==> src/rtl/branch_decode_pkg.sv <==
// Shared constants and types for the branch format decoder.
//   Opcode/XO constants, branch kind codes, default unit IDs, the packed
//   decoded-field struct, and the offset sign-extension helper.
package branch_decode_pkg;

  localparam logic [5:0] OPC_BC = 6'd16;
  localparam logic [5:0] OPC_B  = 6'd18;
  localparam logic [5:0] OPC_XL = 6'd19;

  localparam logic [9:0] XO_BCLR  = 10'd16;
  localparam logic [9:0] XO_BCCTR = 10'd528;
  localparam logic [9:0] XO_BCTAR = 10'd560;

  localparam int FX_UNIT_ID     = 0;
  localparam int BRANCH_UNIT_ID = 6;

  typedef enum logic [2:0] {
    KIND_I   = 3'd0,
    KIND_B   = 3'd1,
    KIND_LR  = 3'd2,
    KIND_CTR = 3'd3,
    KIND_TAR = 3'd4
  } branch_kind_e;

  typedef struct packed {
    logic [5:0]   opcode;
    logic [4:0]   bo;
    logic [4:0]   bi;
    logic [1:0]   bh;
    logic         aa;
    logic         lk;
    branch_kind_e kind;
    logic         ctr_rd;
    logic         ctr_wr;
    logic         lr_rd;
    logic         lr_wr;
    logic         tar_rd;
    logic         illegal;
  } dec_fields_t;

  // Sign-extends a 26-bit byte offset (LI||00, or BD||00 pre-extended) to 64 bits.
  function automatic logic [63:0] sext_offset(input logic [25:0] v);
    return {{38{v[25]}}, v};
  endfunction

endpackage

==> src/rtl/branch_format_decoder_if.sv <==
// Bus bundle of the branch format decoder.
//   Upstream side: valid_i/ready_o plus instruction word and its tags.
//   Downstream side: valid_o/ready_i plus the decoded FIFO head fields.
//   slave = decoder view, master = environment view.
interface branch_format_decoder_if #(
  parameter int addressWidth            = 64,
  parameter int instructionWidth        = 32,
  parameter int PidSize                 = 20,
  parameter int TidSize                 = 16,
  parameter int instructionCounterWidth = 64,
  parameter int instMinIdWidth          = 7,
  parameter int opcodeSize              = 6,
  parameter int funcUnitCodeSize        = 3
);
  logic                               valid_i;
  logic                               ready_o;
  logic [instructionWidth-1:0]        instruction_i;
  logic [addressWidth-1:0]            instructionAddress_i;
  logic                               is64Bit_i;
  logic [PidSize-1:0]                 instructionPid_i;
  logic [TidSize-1:0]                 instructionTid_i;
  logic [instructionCounterWidth-1:0] instructionMajId_i;
  logic                               valid_o;
  logic                               ready_i;
  logic [opcodeSize-1:0]              opcode_o;
  logic [addressWidth-1:0]            address_o;
  logic [funcUnitCodeSize-1:0]        funcUnit_o;
  logic [instructionCounterWidth-1:0] majId_o;
  logic [instMinIdWidth-1:0]          minId_o;
  logic                               is64Bit_o;
  logic [PidSize-1:0]                 pid_o;
  logic [TidSize-1:0]                 tid_o;
  logic [4:0]                         bo_o;
  logic [4:0]                         bi_o;
  logic [1:0]                         bh_o;
  logic [addressWidth-1:0]            offset_o;
  logic                               aa_o;
  logic                               lk_o;
  logic [2:0]                         kind_o;
  logic                               ctrRd_o;
  logic                               ctrWr_o;
  logic                               lrRd_o;
  logic                               lrWr_o;
  logic                               tarRd_o;
  logic                               illegal_o;

  modport slave (
    input  valid_i, instruction_i, instructionAddress_i, is64Bit_i,
           instructionPid_i, instructionTid_i, instructionMajId_i, ready_i,
    output ready_o, valid_o, opcode_o, address_o, funcUnit_o, majId_o, minId_o,
           is64Bit_o, pid_o, tid_o, bo_o, bi_o, bh_o, offset_o, aa_o, lk_o,
           kind_o, ctrRd_o, ctrWr_o, lrRd_o, lrWr_o, tarRd_o, illegal_o
  );

  modport master (
    output valid_i, instruction_i, instructionAddress_i, is64Bit_i,
           instructionPid_i, instructionTid_i, instructionMajId_i, ready_i,
    input  ready_o, valid_o, opcode_o, address_o, funcUnit_o, majId_o, minId_o,
           is64Bit_o, pid_o, tid_o, bo_o, bi_o, bh_o, offset_o, aa_o, lk_o,
           kind_o, ctrRd_o, ctrWr_o, lrRd_o, lrWr_o, tarRd_o, illegal_o
  );
endinterface

==> src/rtl/decode_out_fifo.sv <==
// Circular-buffer FIFO holding decoded entries.
//   clock_i/reset_i : clock, synchronous active-low reset
//   push_i/push_data_i : write request and data (ignored when full without pop)
//   pop_i           : read request (ignored when empty)
//   head_o          : oldest entry; full_o/empty_o : occupancy flags
module decode_out_fifo #(
  parameter int unsigned Width = 8,
  parameter int unsigned Depth = 4
) (
  input  logic             clock_i,
  input  logic             reset_i,
  input  logic             push_i,
  input  logic [Width-1:0] push_data_i,
  input  logic             pop_i,
  output logic [Width-1:0] head_o,
  output logic             full_o,
  output logic             empty_o
);
  localparam int unsigned PtrW   = (Depth > 1) ? $clog2(Depth) : 1;
  localparam int unsigned CountW = $clog2(Depth + 1);

  logic [Width-1:0]  mem [Depth];
  logic [PtrW-1:0]   wr_ptr;
  logic [PtrW-1:0]   rd_ptr;
  logic [CountW-1:0] count;
  logic              do_push;
  logic              do_pop;

  assign full_o  = (count == CountW'(Depth));
  assign empty_o = (count == '0);
  assign do_pop  = pop_i && !empty_o;
  assign do_push = push_i && (!full_o || do_pop);
  assign head_o  = mem[rd_ptr];

  function automatic logic [PtrW-1:0] next_ptr(input logic [PtrW-1:0] p);
    return (p == PtrW'(Depth - 1)) ? '0 : p + 1'b1;
  endfunction

  always_ff @(posedge clock_i) begin
    if (!reset_i) begin
      wr_ptr <= '0;
      rd_ptr <= '0;
      count  <= '0;
    end else begin
      if (do_push) begin
        mem[wr_ptr] <= push_data_i;
        wr_ptr      <= next_ptr(wr_ptr);
      end
      if (do_pop) begin
        rd_ptr <= next_ptr(rd_ptr);
      end
      case ({do_push, do_pop})
        2'b10:   count <= count + 1'b1;
        2'b01:   count <= count - 1'b1;
        default: count <= count;
      endcase
    end
  end
endmodule

==> src/rtl/branch_format_decoder.sv <==
// Decode-2 stage for POWER branch instructions (b, bc, bclr, bcctr, bctar).
//   clock_i : clock
//   reset_i : synchronous active-low reset
//   bus     : upstream valid/ready instruction input and downstream
//             valid/ready decoded-entry output (FIFO head).
// CTR-decrement-and-link branches may be cracked into two micro-ops.
module branch_format_decoder
  import branch_decode_pkg::*;
#(
  parameter int addressWidth            = 64,
  parameter int instructionWidth        = 32,
  parameter int PidSize                 = 20,
  parameter int TidSize                 = 16,
  parameter int instructionCounterWidth = 64,
  parameter int instMinIdWidth          = 7,
  parameter int opcodeSize              = 6,
  parameter int funcUnitCodeSize        = 3,
  parameter int FXUnitId                = FX_UNIT_ID,
  parameter int BranchUnitID            = BRANCH_UNIT_ID,
  parameter int OutFifoDepth            = 4,
  parameter int SplitCtrLink            = 1,
  parameter int DecoderInstance         = 0
) (
  input logic                     clock_i,
  input logic                     reset_i,
  branch_format_decoder_if.slave  bus
);
  if (OutFifoDepth < 2 || DecoderInstance < 0) begin : g_bad_config
    $error("branch_format_decoder: OutFifoDepth must be >= 2");
  end

  typedef enum logic {ST_IDLE, ST_SPLIT} state_e;

  typedef struct packed {
    dec_fields_t                        f;
    logic [funcUnitCodeSize-1:0]        func_unit;
    logic [instMinIdWidth-1:0]          min_id;
    logic [addressWidth-1:0]            address;
    logic [addressWidth-1:0]            offset;
    logic [instructionCounterWidth-1:0] maj_id;
    logic                               is64;
    logic [PidSize-1:0]                 pid;
    logic [TidSize-1:0]                 tid;
  } entry_t;

  state_e                      state, state_next;
  entry_t                      pending;
  entry_t                      dec, uop0, uop1, push_data, head_e, out_e;
  dec_fields_t                 fld;
  logic [instructionWidth-1:0] ins;
  logic [9:0]                  xo;
  logic                        ctr_dec;
  logic [63:0]                 off64;
  logic                        split;
  logic                        accept, push, pop;
  logic                        fifo_full, fifo_empty;
  logic [$bits(entry_t)-1:0]   head_bits;

  // Instruction bit k (big-endian numbering) is ins[31-k].
  assign ins     = bus.instruction_i;
  assign xo      = ins[10:1];
  assign ctr_dec = ~ins[23];

  always_comb begin
    fld        = '0;
    off64      = '0;
    fld.opcode = ins[31:26];
    fld.bo     = ins[25:21];
    fld.bi     = ins[20:16];
    fld.bh     = ins[12:11];
    fld.aa     = ins[1];
    fld.lk     = ins[0];
    fld.lr_wr  = ins[0];
    fld.kind   = KIND_I;
    case (fld.opcode)
      OPC_B: off64 = sext_offset({ins[25:2], 2'b00});
      OPC_BC: begin
        fld.kind   = KIND_B;
        off64      = sext_offset({{10{ins[15]}}, ins[15:2], 2'b00});
        fld.ctr_rd = ctr_dec;
        fld.ctr_wr = ctr_dec;
      end
      OPC_XL: begin
        fld.ctr_rd = ctr_dec;
        fld.ctr_wr = ctr_dec;
        case (xo)
          XO_BCLR: begin
            fld.kind  = KIND_LR;
            fld.lr_rd = 1'b1;
          end
          XO_BCCTR: begin
            fld.kind    = KIND_CTR;
            fld.ctr_rd  = 1'b1;
            fld.illegal = ctr_dec;
          end
          XO_BCTAR: begin
            fld.kind   = KIND_TAR;
            fld.tar_rd = 1'b1;
          end
          default: fld.illegal = 1'b1;
        endcase
      end
      default: fld.illegal = 1'b1;
    endcase
    if (fld.illegal) begin
      fld.kind   = KIND_I;
      fld.ctr_rd = 1'b0;
      fld.ctr_wr = 1'b0;
      fld.lr_rd  = 1'b0;
      fld.lr_wr  = 1'b0;
      fld.tar_rd = 1'b0;
      off64      = '0;
    end
  end

  // ctr_wr && lr_wr can only both survive for a legal CTR-decrementing link branch.
  assign split = (SplitCtrLink != 0) && fld.ctr_wr && fld.lr_wr;

  always_comb begin
    dec           = '0;
    dec.f         = fld;
    dec.func_unit = funcUnitCodeSize'(BranchUnitID);
    dec.address   = bus.instructionAddress_i;
    dec.offset    = addressWidth'(off64);
    dec.maj_id    = bus.instructionMajId_i;
    dec.is64      = bus.is64Bit_i;
    dec.pid       = bus.instructionPid_i;
    dec.tid       = bus.instructionTid_i;

    uop0           = dec;
    uop0.func_unit = funcUnitCodeSize'(FXUnitId);
    uop0.f.lr_wr   = 1'b0;
    uop0.f.lr_rd   = 1'b0;
    uop0.f.tar_rd  = 1'b0;

    uop1          = dec;
    uop1.min_id   = instMinIdWidth'(1);
    uop1.f.ctr_wr = 1'b0;
  end

  assign bus.ready_o = reset_i && (state == ST_IDLE) && !fifo_full;
  assign bus.valid_o = reset_i && !fifo_empty;
  assign accept      = bus.valid_i && bus.ready_o;
  assign pop         = bus.valid_o && bus.ready_i;

  always_comb begin
    state_next = state;
    push       = 1'b0;
    push_data  = dec;
    case (state)
      ST_IDLE: begin
        if (accept) begin
          push = 1'b1;
          if (split) begin
            push_data  = uop0;
            state_next = ST_SPLIT;
          end
        end
      end
      ST_SPLIT: begin
        if (!fifo_full || pop) begin
          push       = 1'b1;
          push_data  = pending;
          state_next = ST_IDLE;
        end
      end
      default: state_next = ST_IDLE;
    endcase
  end

  always_ff @(posedge clock_i) begin
    if (!reset_i) begin
      state   <= ST_IDLE;
      pending <= '0;
    end else begin
      state <= state_next;
      if (accept && split) begin
        pending <= uop1;
      end
    end
  end

  decode_out_fifo #(
    .Width($bits(entry_t)),
    .Depth(OutFifoDepth)
  ) u_fifo (
    .clock_i    (clock_i),
    .reset_i    (reset_i),
    .push_i     (push),
    .push_data_i(push_data),
    .pop_i      (pop),
    .head_o     (head_bits),
    .full_o     (fifo_full),
    .empty_o    (fifo_empty)
  );

  // Stale buffer contents are hidden so data outputs read 0 whenever nothing is valid.
  assign head_e = head_bits;
  assign out_e  = bus.valid_o ? head_e : '0;

  assign bus.opcode_o   = opcodeSize'(out_e.f.opcode);
  assign bus.address_o  = out_e.address;
  assign bus.funcUnit_o = out_e.func_unit;
  assign bus.majId_o    = out_e.maj_id;
  assign bus.minId_o    = out_e.min_id;
  assign bus.is64Bit_o  = out_e.is64;
  assign bus.pid_o      = out_e.pid;
  assign bus.tid_o      = out_e.tid;
  assign bus.bo_o       = out_e.f.bo;
  assign bus.bi_o       = out_e.f.bi;
  assign bus.bh_o       = out_e.f.bh;
  assign bus.offset_o   = out_e.offset;
  assign bus.aa_o       = out_e.f.aa;
  assign bus.lk_o       = out_e.f.lk;
  assign bus.kind_o     = out_e.f.kind;
  assign bus.ctrRd_o    = out_e.f.ctr_rd;
  assign bus.ctrWr_o    = out_e.f.ctr_wr;
  assign bus.lrRd_o     = out_e.f.lr_rd;
  assign bus.lrWr_o     = out_e.f.lr_wr;
  assign bus.tarRd_o    = out_e.f.tar_rd;
  assign bus.illegal_o  = out_e.f.illegal;
endmodule

==> src/flat_wrapper.sv <==
// flat-port wrapper written by rule: the top's interface ports become plain ports
module branch_format_decoder_flat import branch_decode_pkg::*;
#(
  parameter int addressWidth            = 64,
  parameter int instructionWidth        = 32,
  parameter int PidSize                 = 20,
  parameter int TidSize                 = 16,
  parameter int instructionCounterWidth = 64,
  parameter int instMinIdWidth          = 7,
  parameter int opcodeSize              = 6,
  parameter int funcUnitCodeSize        = 3,
  parameter int FXUnitId                = FX_UNIT_ID,
  parameter int BranchUnitID            = BRANCH_UNIT_ID,
  parameter int OutFifoDepth            = 4,
  parameter int SplitCtrLink            = 1,
  parameter int DecoderInstance         = 0
)
  (clock_i, reset_i, bus_valid_i, bus_instruction_i, bus_instructionAddress_i, bus_is64Bit_i, bus_instructionPid_i, bus_instructionTid_i, bus_instructionMajId_i, bus_ready_i, bus_ready_o, bus_valid_o, bus_opcode_o, bus_address_o, bus_funcUnit_o, bus_majId_o, bus_minId_o, bus_is64Bit_o, bus_pid_o, bus_tid_o, bus_bo_o, bus_bi_o, bus_bh_o, bus_offset_o, bus_aa_o, bus_lk_o, bus_kind_o, bus_ctrRd_o, bus_ctrWr_o, bus_lrRd_o, bus_lrWr_o, bus_tarRd_o, bus_illegal_o);
  branch_format_decoder_if #(.addressWidth(addressWidth), .instructionWidth(instructionWidth), .PidSize(PidSize), .TidSize(TidSize), .instructionCounterWidth(instructionCounterWidth), .instMinIdWidth(instMinIdWidth), .opcodeSize(opcodeSize), .funcUnitCodeSize(funcUnitCodeSize)) bus_i ();
  input logic clock_i;
  input logic reset_i;
  input wire logic [$bits(bus_i.valid_i)-1:0] bus_valid_i;
  input wire logic [$bits(bus_i.instruction_i)-1:0] bus_instruction_i;
  input wire logic [$bits(bus_i.instructionAddress_i)-1:0] bus_instructionAddress_i;
  input wire logic [$bits(bus_i.is64Bit_i)-1:0] bus_is64Bit_i;
  input wire logic [$bits(bus_i.instructionPid_i)-1:0] bus_instructionPid_i;
  input wire logic [$bits(bus_i.instructionTid_i)-1:0] bus_instructionTid_i;
  input wire logic [$bits(bus_i.instructionMajId_i)-1:0] bus_instructionMajId_i;
  input wire logic [$bits(bus_i.ready_i)-1:0] bus_ready_i;
  output wire logic [$bits(bus_i.ready_o)-1:0] bus_ready_o;
  output wire logic [$bits(bus_i.valid_o)-1:0] bus_valid_o;
  output wire logic [$bits(bus_i.opcode_o)-1:0] bus_opcode_o;
  output wire logic [$bits(bus_i.address_o)-1:0] bus_address_o;
  output wire logic [$bits(bus_i.funcUnit_o)-1:0] bus_funcUnit_o;
  output wire logic [$bits(bus_i.majId_o)-1:0] bus_majId_o;
  output wire logic [$bits(bus_i.minId_o)-1:0] bus_minId_o;
  output wire logic [$bits(bus_i.is64Bit_o)-1:0] bus_is64Bit_o;
  output wire logic [$bits(bus_i.pid_o)-1:0] bus_pid_o;
  output wire logic [$bits(bus_i.tid_o)-1:0] bus_tid_o;
  output wire logic [$bits(bus_i.bo_o)-1:0] bus_bo_o;
  output wire logic [$bits(bus_i.bi_o)-1:0] bus_bi_o;
  output wire logic [$bits(bus_i.bh_o)-1:0] bus_bh_o;
  output wire logic [$bits(bus_i.offset_o)-1:0] bus_offset_o;
  output wire logic [$bits(bus_i.aa_o)-1:0] bus_aa_o;
  output wire logic [$bits(bus_i.lk_o)-1:0] bus_lk_o;
  output wire logic [$bits(bus_i.kind_o)-1:0] bus_kind_o;
  output wire logic [$bits(bus_i.ctrRd_o)-1:0] bus_ctrRd_o;
  output wire logic [$bits(bus_i.ctrWr_o)-1:0] bus_ctrWr_o;
  output wire logic [$bits(bus_i.lrRd_o)-1:0] bus_lrRd_o;
  output wire logic [$bits(bus_i.lrWr_o)-1:0] bus_lrWr_o;
  output wire logic [$bits(bus_i.tarRd_o)-1:0] bus_tarRd_o;
  output wire logic [$bits(bus_i.illegal_o)-1:0] bus_illegal_o;
  assign bus_i.valid_i = bus_valid_i;
  assign bus_i.instruction_i = bus_instruction_i;
  assign bus_i.instructionAddress_i = bus_instructionAddress_i;
  assign bus_i.is64Bit_i = bus_is64Bit_i;
  assign bus_i.instructionPid_i = bus_instructionPid_i;
  assign bus_i.instructionTid_i = bus_instructionTid_i;
  assign bus_i.instructionMajId_i = bus_instructionMajId_i;
  assign bus_i.ready_i = bus_ready_i;
  assign bus_ready_o = bus_i.ready_o;
  assign bus_valid_o = bus_i.valid_o;
  assign bus_opcode_o = bus_i.opcode_o;
  assign bus_address_o = bus_i.address_o;
  assign bus_funcUnit_o = bus_i.funcUnit_o;
  assign bus_majId_o = bus_i.majId_o;
  assign bus_minId_o = bus_i.minId_o;
  assign bus_is64Bit_o = bus_i.is64Bit_o;
  assign bus_pid_o = bus_i.pid_o;
  assign bus_tid_o = bus_i.tid_o;
  assign bus_bo_o = bus_i.bo_o;
  assign bus_bi_o = bus_i.bi_o;
  assign bus_bh_o = bus_i.bh_o;
  assign bus_offset_o = bus_i.offset_o;
  assign bus_aa_o = bus_i.aa_o;
  assign bus_lk_o = bus_i.lk_o;
  assign bus_kind_o = bus_i.kind_o;
  assign bus_ctrRd_o = bus_i.ctrRd_o;
  assign bus_ctrWr_o = bus_i.ctrWr_o;
  assign bus_lrRd_o = bus_i.lrRd_o;
  assign bus_lrWr_o = bus_i.lrWr_o;
  assign bus_tarRd_o = bus_i.tarRd_o;
  assign bus_illegal_o = bus_i.illegal_o;
  branch_format_decoder #(.addressWidth(addressWidth), .instructionWidth(instructionWidth), .PidSize(PidSize), .TidSize(TidSize), .instructionCounterWidth(instructionCounterWidth), .instMinIdWidth(instMinIdWidth), .opcodeSize(opcodeSize), .funcUnitCodeSize(funcUnitCodeSize), .FXUnitId(FXUnitId), .BranchUnitID(BranchUnitID), .OutFifoDepth(OutFifoDepth), .SplitCtrLink(SplitCtrLink), .DecoderInstance(DecoderInstance)) u_core (.clock_i(clock_i), .reset_i(reset_i), .bus(bus_i));
endmodule
==> config.mk <==
export PLATFORM = sky130hd
export DESIGN_NAME = branch_format_decoder_flat
export DESIGN_NICKNAME = d
export VERILOG_FILES = /design/src/rtl/branch_decode_pkg.sv /design/src/rtl/branch_format_decoder_if.sv /design/src/rtl/decode_out_fifo.sv /design/src/rtl/branch_format_decoder.sv /design/src/flat_wrapper.sv
export SDC_FILE = /design/constraint.sdc
export NUM_CORES = 1
export LEC_CHECK = 0
export CELL_PAD_IN_SITES_DETAIL_PLACEMENT = 1
export CELL_PAD_IN_SITES_GLOBAL_PLACEMENT = 2
export CORE_MARGIN = 10
export CORE_UTILIZATION = 44
export CTS_CLUSTER_DIAMETER = 50
export CTS_CLUSTER_SIZE = 10
export DETAILED_ROUTE_END_ITERATION = 8
export PLACE_DENSITY = 0.93
export SLEW_MARGIN = 30
export SYNTH_ARGS = -nofsm -noshare
export SYNTH_HDL_FRONTEND = slang
export SYNTH_SLANG_ARGS = --single-unit
==> constraint.sdc <==
create_clock -name clock_i -period 25.2 [get_ports clock_i]
set_input_delay 5.04 -clock clock_i [delete_from_list [all_inputs] [get_ports clock_i]]
set_output_delay 5.04 -clock clock_i [all_outputs]
set_load 0.005 [all_outputs]
==> Flow_metrics.wiki, run 1 <==
{| class="wikitable"
! Metric !! Value
|-
| Status || complete, no violations
|-
| Post-synthesis instance area || 0.04538 mm^2
|-
| Worst Hold Class || reg -> reg
|-
| CTS H-tree lvls || 4
|-
| Max clock buf depth || 3
|-
| Highest cell delay on the worst timing path || 750 ps
|-
| Leading register cell type out of synthesis || sky130_fd_sc_hd__edfxtp_1
|-
| Max-capacitance violation count || 0
|-
| Clock transition at the register clock pins on the worst setup and hold paths after CTS || 50 ps
|-
| Clock network latency to the later pin of the worst-skew pair || 740 ps
|-
| Aggregate global-route resource usage || 20.90%
|-
| Top cells by area, synth || sky130_fd_sc_hd__edfxtp_1 (58%), sky130_fd_sc_hd__mux4_2 (11%), sky130_fd_sc_hd__dfxtp_1 (10%), sky130_fd_sc_hd__nand2_1 (8.2%), sky130_fd_sc_hd__mux2i_1 (4.6%)
|-
| Root Buffer Master || sky130_fd_sc_hd__clkbuf_16
|-
| Wire length per cell after detailed routing || 24.53 um
|-
| Mean cell area of the mapped netlist || 14.38 um^2
|-
| Post-synthesis share of cell area spent on and, or, nand and nor gates || 12.27%
|-
| Placeable core area || 0.1020 mm^2
|-
| Worst Max-Slew Pin Slew || 1091 ps
|-
| Worst path top cell family by delay || buffers and inverters
|-
| Vias in the first global route || 30033
|-
| Most common cell after layout, fill and taps aside || sky130_fd_sc_hd__nand2_1
|-
| Count of buffering cells on the critical path with inverters included || 3
|-
| Standard-cell row count || 117
|-
| Antenna violations before repair || 29
|-
| Starting density of the core || 44.48%
|-
| I/O pin total || 471
|-
| Post-synthesis share of cell area spent on xor and xnor gates || 0.05790%
|-
| Total Routed Length || 123800 um
|-
| Vias post-DR || 27183
|-
| CTS sink count || 1108
|-
| Buffers on Ports || 461
|-
| Sequential area share after synthesis || 68.28%
|-
| Achievable Freq || 0.07764 GHz
|-
| Startpoint kind of the worst setup timing path || input pin
|-
| Endpoint class of the critical path || output port
|-
| Share of Yosys cell area claimed by the top area cell type || 58.23%
|-
| Total of hold buffers inserted after clock tree synthesis || 0
|-
| Cell with the largest stage delay on the worst path || sky130_fd_sc_hd__o31a_2
|-
| Maximum number of pins on one net before global-route repair || 172
|-
| Grt total ovfl || 0
|-
| Count of cell types in the netlist || 46
|-
| Worst Path Class, Setup || in -> out
|-
| Period utilisation layout || 51.11%
|-
| Detailed-placement wirelength estimate || 75070 um
|-
| Setup TNS || 0 ps
|-
| Layout area overhead || 21.98%
|-
| Post-synthesis mux area share || 15.51%
|-
| Combinational family with the most area after synthesis || multiplexers
|-
| Final-stage net count || 3767
|-
| Critical path cell sequence || buf_8, o31a_2, buf_4, and2_1, clkdlybuf4s50_1
|-
| Maximum fanout along the worst path || 100
|-
| Lkg Pwr || 18.66 nW
|-
| Count of mapped cells out of synthesis || 3155
|-
| Area fraction in compound gates after synthesis || 0.8078%
|-
| Worst setup skew after layout || 34.47 ps
|-
| Total count of hold-check failures in the final report || 0
|-
| Maximum VDD drop || 0.05582 mV
|-
| Max-slew violations || 0
|-
| Register bit total from synthesis || 1108
|-
| Detailed Routing Iterations Pass 1 || 5
|-
| Remaining antenna violation count after routing || 0
|-
| Share of synthesized registers carrying an async set or reset || 0%
|-
| RSZ-0062 raised after global routing || no
|-
| Die Wd || 341.2 um
|-
| Cell taking the most area after synthesis || sky130_fd_sc_hd__edfxtp_1
|-
| Overall die area || 0.1164 mm^2
|-
| Power density over cell area || 76.31 mW/mm^2
|-
| Highest-count cells in the layout ignoring fill and taps || sky130_fd_sc_hd__nand2_1 (992), sky130_fd_sc_hd__edfxtp_1 (880), sky130_fd_sc_hd__clkdlybuf4s50_1 (460)
|-
| RePlAce Congestion || 0.7460
|-
| Setup WS post-layout || 12320 ps
|-
| Via/cell ratio || 5.385
|-
| Fill cell total of the finished layout || 9870
|-
| Area taken by multi-input logic gates || 0.01318 mm^2
|-
| Post-route DRC violation count || 0
|-
| Worst path arrival time || 7840 ps
|-
| Worst EP required || 20160 ps
|-
| DIE HEIGHT || 341.2 um
|-
| Violation count after the first detailed-routing iteration || 1892
|-
| Share of post-route cells with drive strength above 1 || 12.37%
|-
| Final setup violation count || 0
|-
| TritonCTS clock tree || built
|-
| First-pass GRT wire length || 187000 um
|-
| Number of clock buffers inserted by TritonCTS || 138
|-
| Normalized max-slew margin || 27.28%
|-
| Number of enable-type register cells in the synthesized netlist || 880
|-
| Worst slack, placed || 12140 ps
|-
| Sequential Area || 0.03100 mm^2
|-
| Buffers inserted during post-CTS setup optimization || 0
|-
| Count of instances resized after the clock tree is built || 0
|-
| Area share of fa/ha/maj cells after synthesis || 0.2095%
|-
| Number of warnings issued by yosys || 0
|-
| Final worst path period need || 12880 ps
|}
## cells by family after synthesis
family | Yosys count
DFF | 1108
AOI/OAI and AO/OA | 54
buffers and inverters | 260
muxes | 428
other | 1
adders and majority gates | 7
xor gates and xnor gates | 3
and+or+nand+nor | 1294
## path summary, 6_finish.rpt
kind | slack, ps | start | depth (start not counted) | end
worst max-delay path | 12320 | reset_i | 5 | bus_bi_o[0]
worst min-delay path | 460 | u_core.pending[53] | 2 | u_core.pending[53]
worst max register to register | 21300 | u_core.u_fifo.count[1] | 6 | u_core.u_fifo.mem[0][187]
worst min register to register | 460 | u_core.pending[53] | 2 | u_core.pending[53]
## synth_stat cells, types with 2 or more instances
cell type	number
sky130_fd_sc_hd__inv_1	10
sky130_fd_sc_hd__a21o_1	2
sky130_fd_sc_hd__mux4_2	220
sky130_fd_sc_hd__a211o_1	2
sky130_fd_sc_hd__and3_1	4
sky130_fd_sc_hd__mux2i_1	208
sky130_fd_sc_hd__ha_1	6
sky130_fd_sc_hd__nor4_1	2
sky130_fd_sc_hd__and2_1	221
sky130_fd_sc_hd__clkbuf_1	144
sky130_fd_sc_hd__nor3b_1	6
sky130_fd_sc_hd__nand2_1	992
sky130_fd_sc_hd__dfxtp_1	228
sky130_fd_sc_hd__o31ai_1	11
sky130_fd_sc_hd__o21a_1	7
sky130_fd_sc_hd__nor3_1	5
sky130_fd_sc_hd__nor2b_1	2
sky130_fd_sc_hd__o21ai_0	6
sky130_fd_sc_hd__a2111oi_2	2
sky130_fd_sc_hd__o21ai_1	4
sky130_fd_sc_hd__nand3_1	34
sky130_fd_sc_hd__or3_1	3
sky130_fd_sc_hd__or4b_1	2
sky130_fd_sc_hd__edfxtp_1	880
sky130_fd_sc_hd__nor2_1	11
sky130_fd_sc_hd__nand2b_1	4
sky130_fd_sc_hd__buf_1	34
sky130_fd_sc_hd__xor2_1	3
sky130_fd_sc_hd__buf_6	14
sky130_fd_sc_hd__nand4_1	2
sky130_fd_sc_hd__a21oi_1	15
sky130_fd_sc_hd__buf_4	57
## area by class of cell
| cell class | count | area share (%) |
|---|---|---|
| diodes | 9 | 0.04068 |
| clock buffers | 224 | 7.158 |
| clock inverters | 28 | 0.5605 |
| inverters | 10 | 0.06781 |
| multi-input cells | 1795 | 23.82 |
| flip-flops and latches | 1108 | 55.99 |
| well taps | 1368 | 3.092 |
| repair buffers | 506 | 9.271 |
## routing by layer
layer,vias up,track usage [%],share of wire (%)
met5,-,0,0.21
met2,857,35.63,50
met4,40,7.268,2.7
li1,12133,-,-
met3,231,5.599,7.1
met1,13922,25.44,40
## where the power goes
group	internal, mW	switching (mW)	leakage [nW]	total, mW
logic	0.196	0.181	6.63	0.377
clock network	1.09	0.755	2.04	1.85
registers	1.99	0.0105	9.99	2.00
total	3.28	0.946	18.7	4.22
## through the flow
| stage | hold slack, ps | instance area [um^2] | total power, mW | util, % | std cells |
|---|---|---|---|---|---|
| 2_1_floorplan | 435.0 | 45410 | 2.237 | - | 3163 |
| 3_3_place_gp | 442.3 | 50880 | 2.405 | 49.87 | 4780 |
| 3_5_place_dp | 446.9 | 50910 | 2.415 | 49.89 | 4781 |
| 4_1_cts | 460.2 | 55180 | 4.269 | 54.08 | 5033 |
| 5_1_grt | 473.0 | 55350 | 4.373 | 54.24 | 5043 |
| 6_report | 455.5 | 55360 | 4.225 | 54.25 | 5048 |
## flip-flops by register name, indices dropped and copies added, names as in the netlist, named ones only
register / cells
u_core.pending: 218
u_core.state: 1
u_core.u_fifo.count: 3
u_core.u_fifo.mem: 880
u_core.u_fifo.rd_ptr: 2
u_core.u_fifo.wr_ptr: 2
## worst register-to-register path: stages (launching register included)
cell                      delay (ps)
sky130_fd_sc_hd__dfxtp_1         440
sky130_fd_sc_hd__nor3b_1         120
sky130_fd_sc_hd__or3_1           500
sky130_fd_sc_hd__nand2_1         210
sky130_fd_sc_hd__and3_4          480
sky130_fd_sc_hd__buf_4           820
sky130_fd_sc_hd__buf_4           840
(Power assumes the default switching activity.)
==> run 2: changes to the inputs <==
- CORE_UTILIZATION: 44 -> 40
- PLACE_DENSITY: 0.93 -> 0.86
- clock period: 25.2 -> 12.2 ns (I/O delays scaled with it)
==> run 2 against run 1 <==
Cell count rose by 2.3%. Via count fell by 1.2%. Critical endpoint is now bus_pid_o[12]. First-iteration DRC count fell by 14%. Largest cell class unchanged. Sequential power rose by 110%. Sequential share of layout area fell by 0.15 points. Global-route usage fell by 1.9 points. Non-clock buffer count fell by 6.
==> Flow_metrics.wiki, run 2 (synthesis results as in run 1) <==
{| class="wikitable"
! Metric !! Value
|-
| Count of instances resized after the clock tree is built || 0
|-
| Worst EP required || 9760 ps
|-
| Vias post-DR || 26860
|-
| Logic pwr share || 8.7%
|-
| FF-to-FF End || u_core.u_fifo.mem[2][15]
|-
| Final Power || 8.760 mW
|-
| Worst path arrival time || 4960 ps
|-
| Clk network pwr share || 44.1%
|-
| CTS H-tree lvls || 4
|-
| Total count of hold-check failures in the final report || 0
|-
| Violation count after the first detailed-routing iteration || 1625
|-
| Flip-flop count of the largest register, all copies and words added || 880
|-
| Max-slew violations || 0
|-
| Final setup violation count || 0
|-
| Starting density of the core || 40.34%
|-
| Status || complete, no violations
|-
| Max clock buf depth || 3
|-
| Setup TNS || 0 ps
|-
| Wire length per cell after detailed routing || 23.60 um
|-
| Total Routed Length || 121900 um
|-
| Internal power || 6.824 mW
|-
| Number of cells on the worst reg-to-reg path || 6
|-
| Grt total ovfl || 0
|-
| Overall die area || 0.1273 mm^2
|-
| Largest registers ranked by flip-flop count || u_core.u_fifo.mem x880, u_core.pending x218, u_core.u_fifo.count x3
|-
| Highest-count cells in the layout ignoring fill and taps || sky130_fd_sc_hd__nand2_1 (992), sky130_fd_sc_hd__edfxtp_1 (880), sky130_fd_sc_hd__clkdlybuf4s50_1 (460)
|-
| Die Wd || 356.8 um
|-
| Maximum fanout along the worst path || 203
|-
| Startpoint kind of the worst setup timing path || input pin
|-
| Register-to-register setup slack || 8610 ps
|-
| Detailed-placement wirelength estimate || 72550 um
|-
| Final worst path period need || 7403 ps
|-
| Buffers on Ports || 461
|-
| Lkg Pwr || 18.67 nW
|-
| DIE HEIGHT || 356.8 um
|-
| Power density over cell area || 157.8 mW/mm^2
|-
| Total of hold buffers inserted after clock tree synthesis || 0
|-
| Switching part of the total || 22.10%
|-
| Worst setup skew after layout || 29.43 ps
|-
| Clock network latency to the later pin of the worst-skew pair || 740 ps
|-
| Worst Hold Class || reg -> reg
|-
| Fin Hold WS || 456.0 ps
|-
| Remaining antenna violation count after routing || 0
|-
| Post-route DRC violation count || 0
|-
| Share of post-route cells with drive strength above 1 || 12.49%
|-
| Share of total power in sequential cells || 47.2%
|-
| Final-stage net count || 3763
|-
| CTS sink count || 1108
|-
| Worst Path Class, Setup || in -> out
|-
| Maximum VDD drop || 0.08733 mV
|-
| Normalized max-slew margin || 31.37%
|-
| Placed instance count || 4912
|-
| Detailed Routing Iterations Pass 1 || 5
|-
| Number of clock buffers inserted by TritonCTS || 140
|-
| Layout area overhead || 22.31%
|-
| Standard-cell row count || 123
|-
| Aggregate global-route resource usage || 19.01%
|-
| Period utilisation layout || 60.68%
|-
| Maximum number of pins on one net before global-route repair || 204
|-
| Clock transition at the register clock pins on the worst setup and hold paths after CTS || 50 ps
|-
| Register ranked first by flip-flop count || u_core.u_fifo.mem
|-
| Endpoint class of the critical path || output port
|-
| TritonCTS clock tree || built
|-
| Buffers inserted during post-CTS setup optimization || 0
|-
| Start point of the critical path || reset_i
|-
| Vias in the first global route || 29683
|-
| Sw Pwr || 1.936 mW
|-
| Worst Max-Slew Pin Slew || 1029 ps
|-
| Most common cell after layout, fill and taps aside || sky130_fd_sc_hd__nand2_1
|-
| Via/cell ratio || 5.199
|-
| Achievable Freq || 0.1351 GHz
|-
| I/O pin total || 471
|-
| Placeable core area || 0.1125 mm^2
|-
| RSZ-0062 raised after global routing || no
|-
| First-pass GRT wire length || 185200 um
|-
| RePlAce Congestion || 0.7169
|-
| Antenna violations before repair || 33
|-
| Crit path capture || bus_pid_o[12]
|-
| Final Non-Filler Cells || 5166
|-
| Root Buffer Master || sky130_fd_sc_hd__clkbuf_16
|-
| R2R Path Start || u_core.u_fifo.count[1]
|-
| Max-capacitance violation count || 0
|}
## run 2: cell count changes in the layout (fill, tap and decap cells not counted), moves of 2 or more
cell                        change
sky130_fd_sc_hd__buf_4          -6
sky130_fd_sc_hd__buf_12         -2
sky130_fd_sc_hd__clkbuf_16      +2
sky130_fd_sc_hd__clkinv_2       +3
sky130_fd_sc_hd__clkinv_1       -6
sky130_fd_sc_hd__clkbuf_1      -10
sky130_fd_sc_hd__bufinv_16      +2
sky130_fd_sc_hd__clkinv_4       +5
sky130_fd_sc_hd__inv_6          +2
sky130_fd_sc_hd__clkinv_8       -4
sky130_fd_sc_hd__buf_6          +3
## run 2: worst min-delay path by stage
stage                        start                   to  slack (ps)  cells after the start
2_1_floorplan    u_core.pending[0]    u_core.pending[0]         430                      2
3_3_place_gp    u_core.pending[64]   u_core.pending[64]         440                      2
3_5_place_dp    u_core.pending[75]   u_core.pending[75]         450                      2
4_1_cts        u_core.pending[201]  u_core.pending[201]         460                      2
5_1_grt         u_core.pending[75]   u_core.pending[75]         470                      2
6_report        u_core.pending[15]   u_core.pending[15]         460                      2
## run 2: routing by layer
layer  routed length, um  track usage (%)
met5                 287                0
met4                2527            5.672
met3                8428            5.366
met2               60710            32.45
met1               49980            23.34
## run 2: layout make-up
class                           count  area (um^2)
Clock buffer                      215         3961
Inverter                           10        37.54
Timing Repair Buffer              500         5054
Sequential cell                  1108        31000
Multi-Input combinational cell   1795        13190
Fill cell                       11045        56990
Clock inverter                     30        371.6
Tap cell                         1500         1877
Antenna cell                        8        20.02
## run 2: power groups by stage
stage               Clock, mW  Sequential (mW)  Combinational [mW]
finish                   3.87             4.13               0.764
floorplan                   0             4.20               0.421
CTS                      3.96             4.13               0.785
detailed placement          0             4.21               0.780
global route             4.12             4.13               0.834
global placement            0             4.21               0.768
## run 2: worst max-delay path, stage by stage
cell	delay, ps
sky130_fd_sc_hd__buf_8	460
sky130_fd_sc_hd__o31a_2	570
sky130_fd_sc_hd__buf_12	520
sky130_fd_sc_hd__and2_1	250
sky130_fd_sc_hd__clkdlybuf4s50_1	510
## run 2: stage by stage
stage	cell area, um^2	util [%]	worst slack [ps]
2_1_floorplan	45410	-	3267
3_5_place_dp	51110	45.43	4541
5_1_grt	55500	49.33	4569
3_3_place_gp	51070	45.39	4701
6_report	55510	49.34	4797
4_1_cts	55440	49.28	4526
==> run 3: changes to the inputs <==
- clock period: 12.2 -> 7.5 ns (I/O delays scaled with it)
==> run 3 against run 2 <==
Total power rose by 65%. Largest cell class unchanged. Die area did not move. Setup slack got worse by 2600 ps. Critical endpoint is now bus_majId_o[21]. Routed wire length fell by 1.3%. Final area rose by 0.44%. Critical path type unchanged. Highest routed layer unchanged.
==> Flow_metrics.wiki, run 3 (synthesis results as in run 1) <==
{| class="wikitable"
! Metric !! Value
|-
| Status || complete, no violations
|-
| Worst slack, placed || 1977 ps
|-
| Register ranked first by flip-flop count || u_core.u_fifo.mem
|-
| Root Buffer Master || sky130_fd_sc_hd__clkbuf_16
|-
| Maximum number of pins on one net before global-route repair || 223
|-
| Setup TNS || 0 ps
|-
| Maximum fanout along the worst path || 222
|-
| Overall die area || 0.1273 mm^2
|-
| FF-to-FF End || u_core.u_fifo.mem[1][8]
|-
| R2R Path Start || u_core.u_fifo.count[0]
|-
| Max clock buf depth || 3
|-
| Starting density of the core || 40.34%
|-
| Buffers inserted during post-CTS setup optimization || 0
|-
| Flip-flop count of the largest register, all copies and words added || 880
|-
| TritonCTS clock tree || built
|-
| Grt total ovfl || 0
|-
| DIE HEIGHT || 356.8 um
|-
| Hold path start || u_core.pending[188]
|-
| Share of total power in sequential cells || 46.4%
|-
| Total count of hold-check failures in the final report || 0
|-
| CTS sink count || 1108
|-
| Final worst path period need || 5334 ps
|-
| Total Routed Length || 120400 um
|-
| First-pass GRT wire length || 183100 um
|-
| Final setup violation count || 0
|-
| Sw Pwr || 3.173 mW
|-
| Switching part of the total || 21.93%
|-
| Violation count after the first detailed-routing iteration || 1876
|-
| CTS H-tree lvls || 4
|-
| Placeable core area || 0.1125 mm^2
|-
| RSZ-0062 raised after global routing || no
|-
| Fin Hold WS || 454.9 ps
|-
| Number of cells on the worst hold path || 2
|-
| Achievable Freq || 0.1875 GHz
|-
| Register-to-register setup slack || 4200 ps
|-
| Normalized max-slew margin || 30.85%
|-
| Detailed-placement wirelength estimate || 70580 um
|-
| Lkg Pwr || 18.75 nW
|-
| Aggregate global-route resource usage || 18.70%
|-
| Vias in the first global route || 29584
|-
| Internal power || 11.30 mW
|-
| Endpoint class of the critical path || output port
|-
| RePlAce Congestion || 0.7251
|-
| Layout area overhead || 22.84%
|-
| Die Wd || 356.8 um
|-
| Worst setup skew after layout || 28.38 ps
|-
| Vias post-DR || 26877
|-
| Startpoint kind of the worst setup timing path || input pin
|-
| Final Power || 14.47 mW
|-
| Worst EP required || 6000 ps
|-
| Total of hold buffers inserted after clock tree synthesis || 0
|-
| Worst Hold Class || reg -> reg
|-
| Worst path arrival time || 3830 ps
|-
| Logic pwr share || 8.6%
|-
| Worst Hold Path EP || u_core.pending[188]
|-
| Antenna violations before repair || 31
|-
| Worst Max-Slew Pin Slew || 1037 ps
|-
| Most common cell after layout, fill and taps aside || sky130_fd_sc_hd__nand2_1
|-
| Buffers on Ports || 461
|-
| Via/cell ratio || 5.190
|-
| Worst Path Class, Setup || in -> out
|-
| Maximum VDD drop || 0.1729 mV
|-
| Detailed Routing Iterations Pass 1 || 5
|-
| Share of post-route cells with drive strength above 1 || 12.51%
|-
| Highest-count cells in the layout ignoring fill and taps || sky130_fd_sc_hd__nand2_1 (992), sky130_fd_sc_hd__edfxtp_1 (880), sky130_fd_sc_hd__clkdlybuf4s50_1 (460)
|-
| Period utilisation layout || 71.12%
|-
| Wire length per cell after detailed routing || 23.24 um
|-
| Number of clock buffers inserted by TritonCTS || 142
|-
| Standard-cell row count || 123
|-
| Post-route DRC violation count || 0
|-
| Number of cells on the worst reg-to-reg path || 5
|-
| Setup WS post-layout || 2166 ps
|-
| Largest registers ranked by flip-flop count || u_core.u_fifo.mem x880, u_core.pending x218, u_core.u_fifo.count x3
|-
| Clock network latency to the later pin of the worst-skew pair || 730 ps
|-
| Clk network pwr share || 44.9%
|-
| Power density over cell area || 259.5 mW/mm^2
|-
| Count of instances resized after the clock tree is built || 0
|-
| Max-slew violations || 0
|-
| I/O pin total || 471
|-
| Final-stage net count || 3758
|-
| Clock transition at the register clock pins on the worst setup and hold paths after CTS || 50 ps
|-
| Max-capacitance violation count || 0
|-
| Remaining antenna violation count after routing || 0
|}
[run 3: cell count changes in the layout (fill, tap and decap cells not counted), sizes merged]
cell and change:
inv +1, clkinvlp -1, clkinv +6, clkbuf +6, bufinv +5, diode +3
buf -7
[run 3: worst max-delay path by stage]
stage,startpoint,endpoint,cells past startpoint
after global routing,reset_i,bus_majId_o[21],5
after floorplan,reset_i,u_core.u_fifo.mem[0][0],4
after CTS,reset_i,bus_offset_o[63],4
after detailed placement,reset_i,bus_offset_o[63],4
final,reset_i,bus_majId_o[21],5
after global placement,reset_i,bus_offset_o[32],4
[run 3: critical path: stages]
cell,delay [ps]
sky130_fd_sc_hd__buf_8,450
sky130_fd_sc_hd__o31a_2,310
sky130_fd_sc_hd__buf_12,490
sky130_fd_sc_hd__and2_1,230
sky130_fd_sc_hd__clkdlybuf4s50_1,550
[run 3: cell type report]
class,count,area [um^2]
Fill cell,11029,56750
Timing Repair Buffer,493,5112
Multi-Input combinational cell,1795,13190
Clock inverter,41,525.5
Sequential cell,1108,31000
Clock buffer,221,3985
Antenna cell,11,27.53
Inverter,10,37.54
Tap cell,1500,1877
[run 3: stage by stage]
stage,util [%],cells,area (um^2)
floorplan,-,3163,45420
global placement,45.45,4903,51130
detailed placement,45.46,4903,51140
CTS,49.46,5165,55650
global route,49.54,5173,55740
finish,49.56,5179,55750
[run 3: layer usage]
| metal | vias to the layer above | global-route usage, % | wire length (um) |
|---|---|---|---|
| met5 | - | 0 | 229 |
| met4 | 34 | 6.036 | 3065 |
| met3 | 218 | 4.964 | 7979 |
| met2 | 698 | 31.57 | 59040 |
| met1 | 13801 | 23.28 | 50070 |
| li1 | 12126 | - | - |
[run 3: power groups by stage]
stage / Combinational, mW / Clock (mW) / Sequential, mW
final: 1.25 / 6.50 / 6.72
after global routing: 1.36 / 6.94 / 6.72
after CTS: 1.28 / 6.65 / 6.72
after detailed placement: 1.27 / 0 / 6.84
after global placement: 1.25 / 0 / 6.84
after floorplan: 0.686 / 0 / 6.82
